`config.mk`:
```
export PLATFORM = sky130hd
export DESIGN_NAME = apb_reg_bridge
export DESIGN_NICKNAME = d
export VERILOG_FILES = /design/src/rtl/apb_reg_pkg.sv /design/src/rtl/apb_reg_decode.sv /design/src/rtl/apb_reg_bridge.sv
export SDC_FILE = /design/constraint.sdc
export NUM_CORES = 1
export LEC_CHECK = 0
export CORE_MARGIN = 2
export CORE_UTILIZATION = 40
export CTS_BUF_LIST = sky130_fd_sc_hd__clkbuf_16
export CTS_CLUSTER_DIAMETER = 30
export DETAILED_ROUTE_END_ITERATION = 8
export GPL_TIMING_DRIVEN = 0
export PLACE_DENSITY = 0.73
export SLEW_MARGIN = 20
export SYNTH_ARGS = -nofsm -noshare
export SYNTH_HDL_FRONTEND = slang
export SYNTH_SLANG_ARGS = --single-unit
```
`constraint.sdc`:
```
create_clock -name clk -period 1.8 [get_ports clk]
set_input_delay 0.54 -clock clk [delete_from_list [all_inputs] [get_ports clk]]
set_output_delay 0.54 -clock clk [all_outputs]
set_load 0.02 [all_outputs]
```
`src/rtl/apb_reg_pkg.sv`:
```
// Shared types and constants for the APB-to-register bridge and the config register block.
package apb_reg_pkg;

    typedef enum logic [1:0] {
        IDLE  = 2'd0,
        DRIVE = 2'd1,
        WAIT  = 2'd2,
        RESP  = 2'd3
    } bridge_state_t;

    localparam int NUM_REGS_DEF = 2;
    localparam int CTRL_OFS     = 0;
    localparam int DEBUG_OFS    = 1;

    localparam int CTRL_MODE_EN_BIT   = 0;
    localparam int CTRL_DBG_EN_BIT    = 1;
    localparam int CTRL_PARITY_EN_BIT = 2;
    localparam int CTRL_EN_LSB        = 3;
    localparam int CTRL_EN_MSB        = 31;

    typedef struct packed {
        logic [CTRL_EN_MSB-CTRL_EN_LSB:0] ctrl_en;
        logic                             parity_en;
        logic                             dbg_en;
        logic                             mode_en;
    } ctrl_reg_t;

    // A single-register map still needs a one-bit select bus.
    function automatic int sel_width(input int num_regs);
        return (num_regs > 1) ? $clog2(num_regs) : 1;
    endfunction

endpackage

```
`src/rtl/apb_reg_decode.sv`:
```
// Combinational address decode: alignment, range and (with APB_BRIDGE_PROT_EN) write privilege.
module apb_reg_decode
    import apb_reg_pkg::*;
#(
    parameter int ADDR_W   = 12,
    parameter int NUM_REGS = NUM_REGS_DEF,
    parameter int SEL_W    = sel_width(NUM_REGS)
) (
    input  logic [ADDR_W-1:0] paddr,
    input  logic              pwrite,
`ifdef APB_BRIDGE_PROT_EN
    input  logic [2:0]        pprot,
`endif
    output logic              decode_ok,
    output logic [SEL_W-1:0]  sel
);

    logic align_ok;
    logic range_ok;
    logic prot_ok;

    assign align_ok = (paddr[1:0] == 2'b00);
    assign range_ok = ((paddr >> 2) < ADDR_W'(NUM_REGS));

`ifdef APB_BRIDGE_PROT_EN
    logic prot_unused;
    // Only the privilege bit gates writes; secure/instruction bits are ignored.
    assign prot_ok     = !(pwrite && !pprot[0]);
    assign prot_unused = ^pprot[2:1];
`else
    logic pwrite_unused;
    assign prot_ok       = 1'b1;
    assign pwrite_unused = pwrite;
`endif

    assign decode_ok = align_ok && range_ok && prot_ok;
    assign sel       = paddr[2 +: SEL_W];

endmodule

```
`src/rtl/apb_reg_bridge.sv`:
```
// APB3 slave driving the single-strobe register-access protocol.
// Optional macro APB_BRIDGE_PROT_EN adds pprot and rejects unprivileged writes.
module apb_reg_bridge
    import apb_reg_pkg::*;
#(
    parameter  int ADDR_W   = 12,
    parameter  int NUM_REGS = NUM_REGS_DEF,
    parameter  int WR_WAIT  = 0,
    parameter  int RD_WAIT  = 1,
    localparam int SEL_W    = sel_width(NUM_REGS)
) (
    input  logic              clk,
    input  logic              rst_n,
    input  logic              psel,
    input  logic              penable,
    input  logic              pwrite,
    input  logic [ADDR_W-1:0] paddr,
    input  logic [31:0]       pwdata,
`ifdef APB_BRIDGE_PROT_EN
    input  logic [2:0]        pprot,
`endif
    output logic              pready,
    output logic [31:0]       prdata,
    output logic              pslverr,
    output logic              reg_valid,
    output logic              reg_read_write,
    output logic [SEL_W-1:0]  reg_sel,
    output logic [31:0]       reg_wdata,
    input  logic [31:0]       reg_rdata
);

    localparam logic [3:0] WR_LOAD = 4'(WR_WAIT);
    localparam logic [3:0] RD_LOAD = 4'(RD_WAIT);

    bridge_state_t    state_q;
    logic [3:0]       cnt_q;
    logic             pready_q;
    logic             pslverr_q;
    logic [31:0]      prdata_q;
    logic [31:0]      rdata_hold_q;
    logic             reg_valid_q;
    logic             reg_rw_q;
    logic [SEL_W-1:0] reg_sel_q;
    logic [31:0]      reg_wdata_q;

    logic             decode_ok;
    logic [SEL_W-1:0] dec_sel;
    logic [3:0]       wait_load;

    apb_reg_decode #(
        .ADDR_W   (ADDR_W),
        .NUM_REGS (NUM_REGS),
        .SEL_W    (SEL_W)
    ) u_decode (
        .paddr     (paddr),
        .pwrite    (pwrite),
`ifdef APB_BRIDGE_PROT_EN
        .pprot     (pprot),
`endif
        .decode_ok (decode_ok),
        .sel       (dec_sel)
    );

    assign wait_load = reg_rw_q ? WR_LOAD : RD_LOAD;

    // Bridge FSM with all APB and register-side outputs registered.
    always_ff @(posedge clk or negedge rst_n) begin
        if (!rst_n) begin
            state_q      <= IDLE;
            cnt_q        <= 4'd0;
            pready_q     <= 1'b0;
            pslverr_q    <= 1'b0;
            prdata_q     <= 32'h0000_0000;
            rdata_hold_q <= 32'h0000_0000;
            reg_valid_q  <= 1'b0;
            reg_rw_q     <= 1'b0;
            reg_sel_q    <= '0;
            reg_wdata_q  <= 32'h0000_0000;
        end else begin
            reg_valid_q <= 1'b0;
            pready_q    <= 1'b0;
            pslverr_q   <= 1'b0;
            case (state_q)
                IDLE: begin
                    if (psel && penable) begin
                        if (decode_ok) begin
                            state_q     <= DRIVE;
                            reg_valid_q <= 1'b1;
                            reg_rw_q    <= pwrite;
                            reg_sel_q   <= dec_sel;
                            reg_wdata_q <= pwdata;
                        end else begin
                            state_q   <= RESP;
                            pready_q  <= 1'b1;
                            pslverr_q <= 1'b1;
                            if (!pwrite) begin
                                prdata_q <= 32'h0000_0000;
                            end
                        end
                    end
                end
                DRIVE: begin
                    cnt_q <= wait_load;
                    if (wait_load != 4'd0) begin
                        state_q <= WAIT;
                    end else begin
                        state_q  <= RESP;
                        pready_q <= 1'b1;
                        if (!reg_rw_q) begin
                            prdata_q     <= reg_rdata;
                            rdata_hold_q <= reg_rdata;
                        end
                    end
                end
                WAIT: begin
                    cnt_q <= cnt_q - 4'd1;
                    if (cnt_q == 4'd1) begin
                        state_q  <= RESP;
                        pready_q <= 1'b1;
                        if (!reg_rw_q) begin
                            prdata_q     <= reg_rdata;
                            rdata_hold_q <= reg_rdata;
                        end
                    end
                end
                RESP: begin
                    state_q  <= IDLE;
                    // An error read zeroes prdata only for its own response.
                    prdata_q <= rdata_hold_q;
                end
                default: begin
                    state_q <= IDLE;
                end
            endcase
        end
    end

    assign pready         = pready_q;
    assign pslverr        = pslverr_q;
    assign prdata         = prdata_q;
    assign reg_valid      = reg_valid_q;
    assign reg_read_write = reg_rw_q;
    assign reg_sel        = reg_sel_q;
    assign reg_wdata      = reg_wdata_q;

endmodule
```
Word-level counts from Yosys, hierarchy flattened
Cells that the tools add are included.

Bits of input ports: 81. Logic and storage cells: 58. Register bits: 107. Output and inout port bits: 69.

Magnitude comparators: 1. Equal/unequal tests: 9. Add/subtract/negate cells: 1. Multiplexer cells: 27. Reduce and logical (&&, ||, !) cells: 10.

Operators with widths (count): $mux 32 (9); $pmux 32 s4 (1); $pmux 32 s2 (1); $lt 10x2->1 const B (1); $mux 1 (10); $ne 2x2->1 const B (5); $pmux 2 s4 (1); $pmux 4 s2 (1); $mux 2 (3); $reduce_and 3->1 (2); $reduce_and 5->1 (1); $eq 2x2->1 const B (2); $eq 4x1->1 const B (1); $logic_not 2->1 (2); $reduce_bool 4->1 (1); $sub 4x1->4 const B (1); $pmux 1 s3 (1); $eq 2x1->1 const B (1); $logic_and 1x1->1 (2); $reduce_and 2->1 (1); $reduce_bool 2->1 (1).

Longest topological paths before layout
Gate-level depths: netlist of run 1.

Depth in word-level cells: 5. Gate-level depth with buffers: 8. Mapped depth without buffers: 6.

Cells and area by module
From an unflattened synthesis of run 1, not the netlist that was laid out.

Cells, all modules: 314. Area total of the unflattened synthesis: 4594.4 um^2.

Modules (own cells, without submodules): apb_reg_bridge (area an instance 4563.1 um^2, seq. area each 2677.6 um^2, cells an instance 309, times used 1); apb_reg_decode (area an instance 31.3 um^2, seq. area each 0.0 um^2, cells an instance 5, times used 1).

Least setup slack after synthesis of run 1
Ideal clock, no wire load.

Path kind: register to register. From: register state_q[0]. To: register prdata_q[15], in the netlist prdata[15]. Setup time: 0.125 ns. Cell stages (with the launch flop): 9. Required time: 1.675 ns. Path buffers: 2. Path slack: -0.199 ns. Arrival: 1.874 ns. Period minus slack after synthesis: 1.999 ns. Cell sequence: dfrtp_1 inv_1 ha_1 clkbuf_1 nor2b_1 a2bb2oi_1 nand3_4 buf_6 mux2_4.

Word-level cells in the longest chain between the ends: 3. Elaborated cells on any way between the ends: 11. Those cells by class: eq/ne: 8; mux: 1; reduce/logical: 2.

RTL lines: start: declaration (line apb_reg_bridge.sv:35) `bridge_state_t state_q;`; start signal: assignment (line apb_reg_bridge.sv:69) `state_q <= IDLE;`; start signal: assignment (line apb_reg_bridge.sv:87) `state_q <= DRIVE;`; start signal: assignment (line apb_reg_bridge.sv:93) `state_q <= RESP;`; $eq 2x1->1, or another cell as far along (line apb_reg_bridge.sv:83) `case (state_q)`; $ne 2x2->1 (no source line); $reduce_and 5->1 (no source line); end signal: assignment (line apb_reg_bridge.sv:110) `prdata_q <= reg_rdata;`; end signal: assignment (line apb_reg_bridge.sv:121) `prdata_q <= reg_rdata;`; end signal: assignment (line apb_reg_bridge.sv:129) `prdata_q <= rdata_hold_q;`; end: declaration (line apb_reg_bridge.sv:39) `logic [31:0] prdata_q;`.

Parallel ways exist; a longest one is shown, timed or not. A chain may end at the register's enable or synchronous reset.

Final worst setup path of run 1
From: register cnt_q[1]. To: register prdata_q[29], in the netlist prdata[29].

Word-level cells in the longest chain between the ends: 3.

RTL lines: start: declaration (line apb_reg_bridge.sv:36) `logic [3:0] cnt_q;`; start signal: assignment (line apb_reg_bridge.sv:103) `cnt_q <= wait_load;`; start signal: assignment (line apb_reg_bridge.sv:116) `cnt_q <= cnt_q - 4'd1;`; $eq 4x1->1 (line apb_reg_bridge.sv:117) `if (cnt_q == 4'd1) begin`; $ne 2x2->1 (no source line); $reduce_and 5->1 (no source line).

Every way passes these cells.

==> results of run 1 <==
==> cell usage in the layout (no fill, tap or decap), types with 3 or more instances in the layout <==
master,Yosys,final
dlygate4sd2_1,0,73
mux2_2,62,60
buf_16,0,5
a22o_1,32,32
nand2_1,4,4
dfrtp_1,107,105
o21ai_0,3,3
nand3_2,0,3
clkbuf_2,0,3
buf_4,0,19
clkbuf_16,0,11
buf_6,4,10
mux2_4,36,38
buf_12,3,8
ha_1,8,3
inv_1,8,5
clkdlybuf4s50_1,0,68
buf_2,5,4
ha_4,0,3
==> registers in the layout (all words and copies together), names as in the netlist <==
register and count:
cnt_q 4, state_q 2, pready 1, reg_read_write 1
reg_valid 1, rdata_hold_q 32, reg_sel 1, reg_wdata 32
pslverr 1, prdata 32
==> timing repair <==
item | CTS | global route
gates cloned | 5 | 1
pin swaps | 11 | 11
endpoints found under the setup margin | 167 | 100
setup buffers | 16 | 12
gates resized for setup | 123 | 27
==> cell families after synthesis <==
logic type / share of synthesized area, %
muxes: 26.5
AOI/OAI and AO/OA: 7.90
adders and majority gates: 2.11
DFF: 56.4
and+or+nand+nor: 3.21
buffers and inverters: 3.92
==> per-stage QoR <==
stage	setup WS (ps)	utilization [%]	area, um^2	std cells	total power [mW]
after floorplan	-54.6	-	4850	310	7.38
after global placement	-3870	56.6	6520	602	8.82
after detailed placement	-671	56.9	6550	603	9.03
after CTS	-136	61.9	7120	638	11.4
after global routing	-155	62.8	7230	646	12.3
final	-93.8	62.8	7230	646	11.6
==> where the power goes <==
group	switching (mW)	internal (mW)
combinational	2.56	3.38
sequential	0.392	3.21
clock	0.868	1.20
total	3.82	7.79
==> Yosys cell counts (3+ instances only) <==
| cell | count | area, um^2 |
|---|---|---|
| mux2_4 | 36 | 541 |
| o21ai_0 | 3 | 15.0 |
| nor2_1 | 3 | 11.3 |
| inv_1 | 8 | 30.0 |
| nand2_1 | 4 | 15.0 |
| mux2_2 | 62 | 698 |
| dfrtp_1 | 107 | 2680 |
| clkbuf_1 | 7 | 26.3 |
| nand3_1 | 4 | 20.0 |
| a22o_1 | 32 | 280 |
| buf_12 | 3 | 60.1 |
| buf_2 | 5 | 25.0 |
| ha_1 | 8 | 100 |
| buf_6 | 4 | 45.0 |
| nor2b_1 | 3 | 18.8 |
==> area by class of cell <==
type	count	share of cell area [%]
plain buffers	16	3.08
clock buffers	9	3.12
clock inverters	6	1.14
inverters	8	0.485
multi-input cells	176	27.9
flip-flops and latches	107	37.1
well taps	143	2.48
repair buffers	181	24.7
==> worst max-delay path, delay by kind of cell, from the launching register on <==
family / cells / cell delay [ps]
flip-flops: 1 / 390
multiplexers: 1 / 300
adder cells (fa/ha/maj): 1 / 130
buffers and inverters: 2 / 260
AND/OR/NAND/NOR: 2 / 540
AO/OA/AOI/OAI: 1 / 160
==> worst paths after layout <==
kind | to | startpoint | slack (ps) | depth (start not counted)
worst max-delay path | prdata[29] | cnt_q[1] | -90 | 7
worst min-delay path | reg_wdata[29] | rst_n | 70 | 1
worst max register to register | prdata[29] | cnt_q[1] | -90 | 7
worst min register to register | prdata[21] | prdata[21] | 500 | 1
max in group asynchronous | cnt_q[0] | rst_n | 1060 | 2
min in group clk | prdata[21] | prdata[21] | 500 | 1
==> routing by layer <==
layer	GRT usage, %	part of all wire [%]
met1	21.9	42
met2	32.7	52
met3	3.59	3.4
met4	6.26	2.4
met5	0	0
==> summary.log, run 1 <==
[yosys] fraction of the yosys area taken by sequential cells 56.4%
[critical_path] critical path type reg -> reg
[clocking] clock latency at the later pin of the worst-skew pair 340 ps
[yosys] post-synthesis average cell area 15.3 um^2
[job] max-cap viol count 0
[sta] max-slew violation total from the final report 0
[yosys] warning count from the yosys run 0
[pwr] static leakage power 3.66 nW
[sta] final cycle utilization of the critical path 105%
[drt] average wire per standard cell 17.7 um
[placement] detailed placer's ending HPWL 7.62 mm
[critical_path] cell at the slowest stage of the critical path dfrtp_1
[outcome] violated checks design-rule violations, negative setup slack
[layout] Area growth, synth to finish 52.1%
[critical_path] CP max stage delay 390 ps
[sta] unrepaired setup endpoints after global routing true
[clocking] CTS clk-pin slew, worst paths 70 ps
[layout] # nets final 588
[global_routing] global-route wire length before repair 18.2 mm
[drt] first-pass iteration count of the detailed router 9
[sta] Setup Total Neg Slack -2750 ps
[sta] slew at the pin with the worst max-slew slack 392 ps
[sta] Achievable Freq 0.528 GHz
[floorplan] IO Count 150
[outcome] status complete, but fails checks
[floorplan] starting density of the core 41.3%
[layout] share of cells above drive strength 1 38.2%
[layout] number of filler instances in the final layout 914
[worst_hold_path] Min-Delay Path Class in -> async
[yosys] number of flops mapped to enable cells by yosys 0
[drt] total number of vias 3298
[global_routing] overflow left after global routing 0
[floorplan] core region area 0.0115 mm^2
[layout] footprint of the multi-input gates 0.00202 mm^2
[sta] minimum clock period after layout 1890 ps
[layout] area of all sequential standard cells 0.00268 mm^2
[sta] max-slew headroom at the worst pin 73.8%
[yosys] number of storage elements in the synthesis netlist 107
[critical_path] Worst Path Max Fanout 10
[sta] final-report hold violation count 0
[placement] weighted congestion reported at the end of routability-driven placement 0.759
[global_routing] total global routing track utilization 18.2%
[drt] Detail Route Antenna Nets 0
[global_routing] number of antenna violations at the first check in global routing 0
[sta] Final Skew 5.04 ps
[sta] count of final setup violators 52
[drt] violation count after the first detailed-routing iteration 130
[critical_path] critical path capture point type register
[drt] detailed-route wire length 11.4 mm
[floorplan] Die Y-Extent 113 um
[yosys] Post-Syn Area 0.00475 mm^2
[floorplan] width of the chip 113 um
[floorplan] row count 39
[yosys] post-synth net total 399
[pwr] worst supply voltage drop on vdd 0.000816 V
[yosys] share of synthesized flip-flops with an asynchronous set or reset 100%
[sta] Final WS setup -93.8 ps
[critical_path] CP Data Arrival Time 2120 ps
[drt] number of remaining DRC errors 6
[clocking] root buf cell clkbuf_16
[pwr] Cell Pwr Density 1610 mW/mm^2
[critical_path] required time at the worst-slack endpoint 2020 ps
[clocking] CTS tree yes
[clocking] number of clock sinks 107
[yosys] most instantiated flip-flop cell in the synthesis netlist dfrtp_1
[clocking] number of buffers between clock root and the deepest sink 2
[clocking] total CTS buffers 9
[global_routing] vias in the first global route 3519
[drt] detail-routed via count per cell 5.11
[critical_path] Worst Setup Start Kind register
[clocking] number of hold buffers added after cts 0
[yosys] number of library cell types mapped by synthesis 31
[global_routing] pin count of the biggest net entering global routing 80
[sta] Worst Hold Slack 65.9 ps
[layout] Antenna Diode Count 0
[placement] number of input and output port buffers inserted 149
[clocking] Clock H-tree levels 3
[critical_path] cell breakdown of the critical path inv_2, ha_4, or3b_4, a22oi_4, nand3_4, buf_6, mux2_4
[floorplan] Total Die Area 0.0128 mm^2
[yosys] Syn Inst Count 310
No activity file was read; power rests on OpenSTA's default activity.
==> inputs of run 2 (changes only) <==
--- a/config.mk
+++ b/config.mk
@@ -6,12 +6,12 @@
 export NUM_CORES = 1
 export LEC_CHECK = 0
 export CORE_MARGIN = 2
-export CORE_UTILIZATION = 40
+export CORE_UTILIZATION = 42
 export CTS_BUF_LIST = sky130_fd_sc_hd__clkbuf_16
 export CTS_CLUSTER_DIAMETER = 30
 export DETAILED_ROUTE_END_ITERATION = 8
 export GPL_TIMING_DRIVEN = 0
-export PLACE_DENSITY = 0.73
+export PLACE_DENSITY = 0.76
 export SLEW_MARGIN = 20
 export SYNTH_ARGS = -nofsm -noshare
 export SYNTH_HDL_FRONTEND = slang
==> summary.log, run 2 (synthesis results as in run 1) <==
[global_routing] total global routing track utilization 19.5%
[critical_path] beginning of the worst register-to-register path cnt_q[1]
[floorplan] Total Die Area 0.0122 mm^2
[placement] weighted congestion reported at the end of routability-driven placement 0.761
[global_routing] vias in the first global route 3481
[placement] area of placed instances 0.00654 mm^2
[critical_path] crit path from cnt_q[1]
[pwr] Cell Pwr Density 1620 mW/mm^2
[critical_path] required time at the worst-slack endpoint 2020 ps
[sta] Achievable Freq 0.495 GHz
[clocking] root buf cell clkbuf_16
[placement] placed cell count 600
[global_routing] global-route wire length before repair 18.1 mm
[drt] Detail Route Antenna Nets 0
[critical_path] critical path capture point type register
[sta] unrepaired setup endpoints after global routing true
[outcome] violated checks negative setup slack
[critical_path] critical path type reg -> reg
[global_routing] overflow left after global routing 0
[clocking] CTS clk-pin slew, worst paths 70 ps
[sta] Final WS setup -220 ps
[critical_path] Worst Path Max Fanout 5
[critical_path] critical path endpoint prdata[24]
[critical_path] CP Data Arrival Time 2250 ps
[drt] average wire per standard cell 18.1 um
[layout] # nets final 598
[floorplan] core region area 0.0109 mm^2
[placement] detailed placer's ending HPWL 7.80 mm
[layout] most common cell after layout, fill and taps aside dfrtp_1
[critical_path] slack of the worst reg-to-reg path -220 ps
[floorplan] width of the chip 110 um
[layout] Area growth, synth to finish 53.0%
[floorplan] IO Count 150
[sta] Worst Hold Slack 155 ps
[sta] max-slew headroom at the worst pin 65.7%
[sta] slew at the pin with the worst max-slew slack 515 ps
[sta] Final Skew 9.98 ps
[clocking] Clock H-tree levels 3
[job] max-cap viol count 0
[critical_path] critical register-to-register path endpoint prdata[24]
[floorplan] row count 38
[layout] fin area 0.00727 mm^2
[drt] number of remaining DRC errors 0
[pwr] worst supply voltage drop on vdd 0.000935 V
[drt] first-pass iteration count of the detailed router 4
[placement] number of input and output port buffers inserted 149
[global_routing] number of antenna violations at the first check in global routing 0
[drt] detail-routed via count per cell 5.05
[sta] count of final setup violators 94
[drt] total number of vias 3296
[layout] Antenna Diode Count 0
[layout] Non-Filler Instances 653
[clocking] number of hold buffers added after cts 0
[layout] share of cells above drive strength 1 38.0%
[clocking] number of buffers between clock root and the deepest sink 2
[clocking] clock latency at the later pin of the worst-skew pair 340 ps
[layout] commonest cells after routing, fill and taps aside dfrtp_1 (107), dlygate4sd2_1 (73), clkdlybuf4s50_1 (68), mux2_2 (62), mux2_4 (36)
[floorplan] starting density of the core 43.4%
[pwr] static leakage power 3.70 nW
[clocking] CTS tree yes
[clocking] number of clock sinks 107
[outcome] status complete, but fails checks
[sta] final cycle utilization of the critical path 112%
[global_routing] pin count of the biggest net entering global routing 56
[worst_hold_path] Min-Delay Path Class in -> async
[sta] max-slew violation total from the final report 0
[clocking] total CTS buffers 9
[critical_path] path depth of the worst reg2reg path 8
[drt] detailed-route wire length 11.8 mm
[floorplan] Die Y-Extent 110 um
[drt] violation count after the first detailed-routing iteration 110
[sta] minimum clock period after layout 2020 ps
[sta] final-report hold violation count 0
[critical_path] Worst Setup Start Kind register
[run 2: worst min-delay path by stage]
stage	from	endpoint	slack [ps]	cells past startpoint
final	rst_n	reg_wdata[16]	160	1
after global routing	rst_n	reg_wdata[15]	190	1
after CTS	rst_n	reg_wdata[16]	160	1
after detailed placement	reg_wdata[22]	reg_wdata[22]	490	1
after global placement	rdata_hold_q[1]	rdata_hold_q[1]	490	1
after floorplan	rst_n	cnt_q[0]	240	0
[run 2: final cells by class]
class | instances | area, um^2
buffer | 18 | 248
inverter | 8 | 32.5
sequential | 107 | 2680
timing repair buffer | 189 | 1880
clock inverter | 6 | 53.8
clock buffer | 9 | 225
multi-input combinational | 176 | 1980
fill | 796 | 3660
tap | 140 | 175
[run 2: metrics by stage]
stage	total power [mW]	setup TNS, ps	setup WS (ps)	util (%)
2_1_floorplan	7.38	-2230	-54.6	-
3_3_place_gp	8.82	-459110	-3850	59.6
3_5_place_dp	9.01	-54730	-699	59.8
4_1_cts	11.3	-3620	-182	64.7
5_1_grt	12.5	-12480	-273	66.5
6_report	11.8	-7670	-220	66.5
[run 2: what timing repair did]
item                       4_1_cts  5_1_grt
resized for setup              124       16
pin swaps                       11       10
cloned                           5        5
hold endpoints to repair         0        0
buffers inserted                20       11
setup endpoints to repair      168      100
[run 2: worst max-delay path, stage by stage (launching register included)]
cell and delay [ps]:
dfrtp_1 390, inv_2 80, ha_4 120, or3b_4 390
a22oi_4 200, nand3_4 150, buf_4 170, buf_12 130
mux2_4 290
[run 2: where the power goes]
group	internal, mW	switching (mW)	total, mW
clock network	0.948	0.894	1.84
registers	3.20	0.383	3.58
logic	3.72	2.65	6.37
[run 2: per-layer routing]
layer	wire length, um	global-route usage (%)	vias to the layer above
met5	0	0	-
li1	-	-	1528
met3	350	3.17	17
met1	4940	23.8	1684
met2	6340	35.0	67
met4	199	6.70	0
==> inputs of run 3 (changes only) <==
--- a/config.mk
+++ b/config.mk
@@ -6,12 +6,12 @@
 export NUM_CORES = 1
 export LEC_CHECK = 0
 export CORE_MARGIN = 2
-export CORE_UTILIZATION = 42
-export CTS_BUF_LIST = sky130_fd_sc_hd__clkbuf_16
+export CORE_UTILIZATION = 43
+export CTS_BUF_LIST = sky130_fd_sc_hd__clkbuf_4
 export CTS_CLUSTER_DIAMETER = 30
 export DETAILED_ROUTE_END_ITERATION = 8
 export GPL_TIMING_DRIVEN = 0
-export PLACE_DENSITY = 0.76
+export PLACE_DENSITY = 0.78
 export SLEW_MARGIN = 20
 export SYNTH_ARGS = -nofsm -noshare
 export SYNTH_HDL_FRONTEND = slang
==> summary.log, run 3 (synthesis results as in run 1) <==
[worst_hold_path] Min-Delay Path Class in -> async
[clocking] root buf cell clkbuf_4
[sta] max-slew violation total from the final report 0
[global_routing] total global routing track utilization 19.0%
[sta] max-slew headroom at the worst pin 64.3%
[sta] final cycle utilization of the critical path 110%
[drt] first-pass iteration count of the detailed router 4
[drt] detail-routed via count per cell 5.02
[global_routing] global-route wire length before repair 17.2 mm
[sta] unrepaired setup endpoints after global routing true
[outcome] violated checks negative setup slack
[floorplan] Total Die Area 0.0119 mm^2
[layout] commonest cells after routing, fill and taps aside dfrtp_1 (105), clkdlybuf4s50_1 (69), mux2_2 (62), dlygate4sd2_1 (44)
[critical_path] slack of the worst reg-to-reg path -180 ps
[drt] number of remaining DRC errors 0
[clocking] total CTS buffers 9
[floorplan] starting density of the core 44.0%
[critical_path] critical path type reg -> reg
[placement] weighted congestion reported at the end of routability-driven placement 0.758
[layout] number of filler instances in the final layout 784
[layout] # nets final 606
[drt] Detail Route Antenna Nets 0
[drt] violation count after the first detailed-routing iteration 124
[critical_path] critical path capture point type register
[placement] detailed placer's ending HPWL 7.61 mm
[sta] minimum clock period after layout 1980 ps
[sta] Final WS setup -178 ps
[clocking] number of clock sinks 107
[layout] most common cell after layout, fill and taps aside dfrtp_1
[outcome] status complete, but fails checks
[floorplan] row count 38
[critical_path] Worst Setup Start Kind register
[placement] worst-case setup slack after placement -658 ps
[sta] slew at the pin with the worst max-slew slack 536 ps
[sta] final-report hold violation count 0
[drt] total number of vias 3326
[global_routing] overflow left after global routing 0
[clocking] clock latency at the later pin of the worst-skew pair 440 ps
[clocking] Clock H-tree levels 3
[floorplan] width of the chip 109 um
[critical_path] required time at the worst-slack endpoint 2150 ps
[sta] Achievable Freq 0.505 GHz
[floorplan] core region area 0.0108 mm^2
[layout] footprint of the multi-input gates 0.00199 mm^2
[clocking] CTS tree yes
[pwr] static leakage power 3.61 nW
[drt] detailed-route wire length 11.5 mm
[critical_path] CP Data Arrival Time 2330 ps
[pwr] Cell Pwr Density 1550 mW/mm^2
[job] max-cap viol count 0
[clocking] number of buffers between clock root and the deepest sink 2
[clocking] number of hold buffers added after cts 0
[floorplan] Die Y-Extent 109 um
[global_routing] number of antenna violations at the first check in global routing 1
[layout] area of all sequential standard cells 0.00268 mm^2
[pwr] total power after layout 11.2 mW
[global_routing] pin count of the biggest net entering global routing 57
[critical_path] Worst Path Max Fanout 7
[drt] average wire per standard cell 17.3 um
[global_routing] vias in the first global route 3435
[clocking] CTS clk-pin slew, worst paths 180 ps
[sta] Worst Hold Slack 19.9 ps
[placement] number of input and output port buffers inserted 149
[layout] Area growth, synth to finish 52.4%
[floorplan] IO Count 150
[pwr] worst supply voltage drop on vdd 0.000786 V
[layout] share of cells above drive strength 1 39.3%
[sta] Final Skew 22.0 ps
[sta] count of final setup violators 60
[run 3: changes by cell type in the layout (fill, tap and decap cells not counted), moves of 2 or more]
cell	delta
dlygate4sd2_1	-29
clkdlybuf4s15_1	+28
buf_4	+12
clkbuf_4	+9
clkbuf_16	-7
buf_2	-4
dlymetal6s2s_1	+4
buf_16	-2
buf_6	-2
dfrtp_1	-2
dfrtp_2	+2
[run 3: worst max-delay path, cell delays in order, from the launching register on]
cell and delay, ps:
dfrtp_1 420, inv_2 80, ha_4 120, or3b_4 380, a22oi_4 180, nand3_4 100
buf_12 170, clkbuf_16 160, mux2_4 290
[run 3: path summary, 6_finish.rpt]
kind                               start                to  cells after the start
max                             cnt_q[1]        prdata[15]                      8
min                                rst_n     reg_wdata[21]                      1
max reg2reg                     cnt_q[1]        prdata[15]                      8
min reg2reg                reg_wdata[22]     reg_wdata[22]                      1
max in group asynchronous          rst_n  rdata_hold_q[20]                      2
min in group clk           reg_wdata[22]     reg_wdata[22]                      1
[run 3: layout make-up]
cell class              instances  area share (%)
well taps                     140            2.42
clock buffers                   9           0.933
flip-flops and latches        107            37.0
plain buffers                  17            3.42
multi-input cells             176            27.5
diodes                          1          0.0346
clock inverters                 7           0.864
inverters                       8           0.449
repair buffers                198            27.3
[run 3: what timing repair did]
action	4_1_cts	5_1_grt
gates resized for setup	98	55
gates cloned	1	6
pin swaps	7	8
setup buffers	23	18
setup endpoints to repair	162	132
[run 3: metal layers]
layer  part of all wire (%)  global-route usage, %  wire length [um]  vias up
met5                      0                      0                 0        -
met4                    1.8                   6.14               203        0
met3                    3.7                   4.30               425       16
met2                     54                   33.8              6130       68
met1                     41                   22.7              4700     1699
li1                       -                      -                 -     1543
[run 3: stage by stage]
stage / setup TNS, ps / cells / cell area (um^2) / util (%)
2_1_floorplan: -2230 / 310 / 4850 / -
3_3_place_gp: -463040 / 599 / 6520 / 60.4
3_5_place_dp: -54770 / 600 / 6540 / 60.6
4_1_cts: -4720 / 638 / 6840 / 63.3
5_1_grt: -10640 / 663 / 7240 / 67.1
6_report: -5290 / 663 / 7240 / 67.1
[run 3: report_power, final]
part	internal (mW)	total (mW)	leakage, nW	switching (mW)
sequential	3.19	3.57	1.37	0.379
clock	0.306	1.13	0.0657	0.826
combinational	3.81	6.53	2.17	2.71
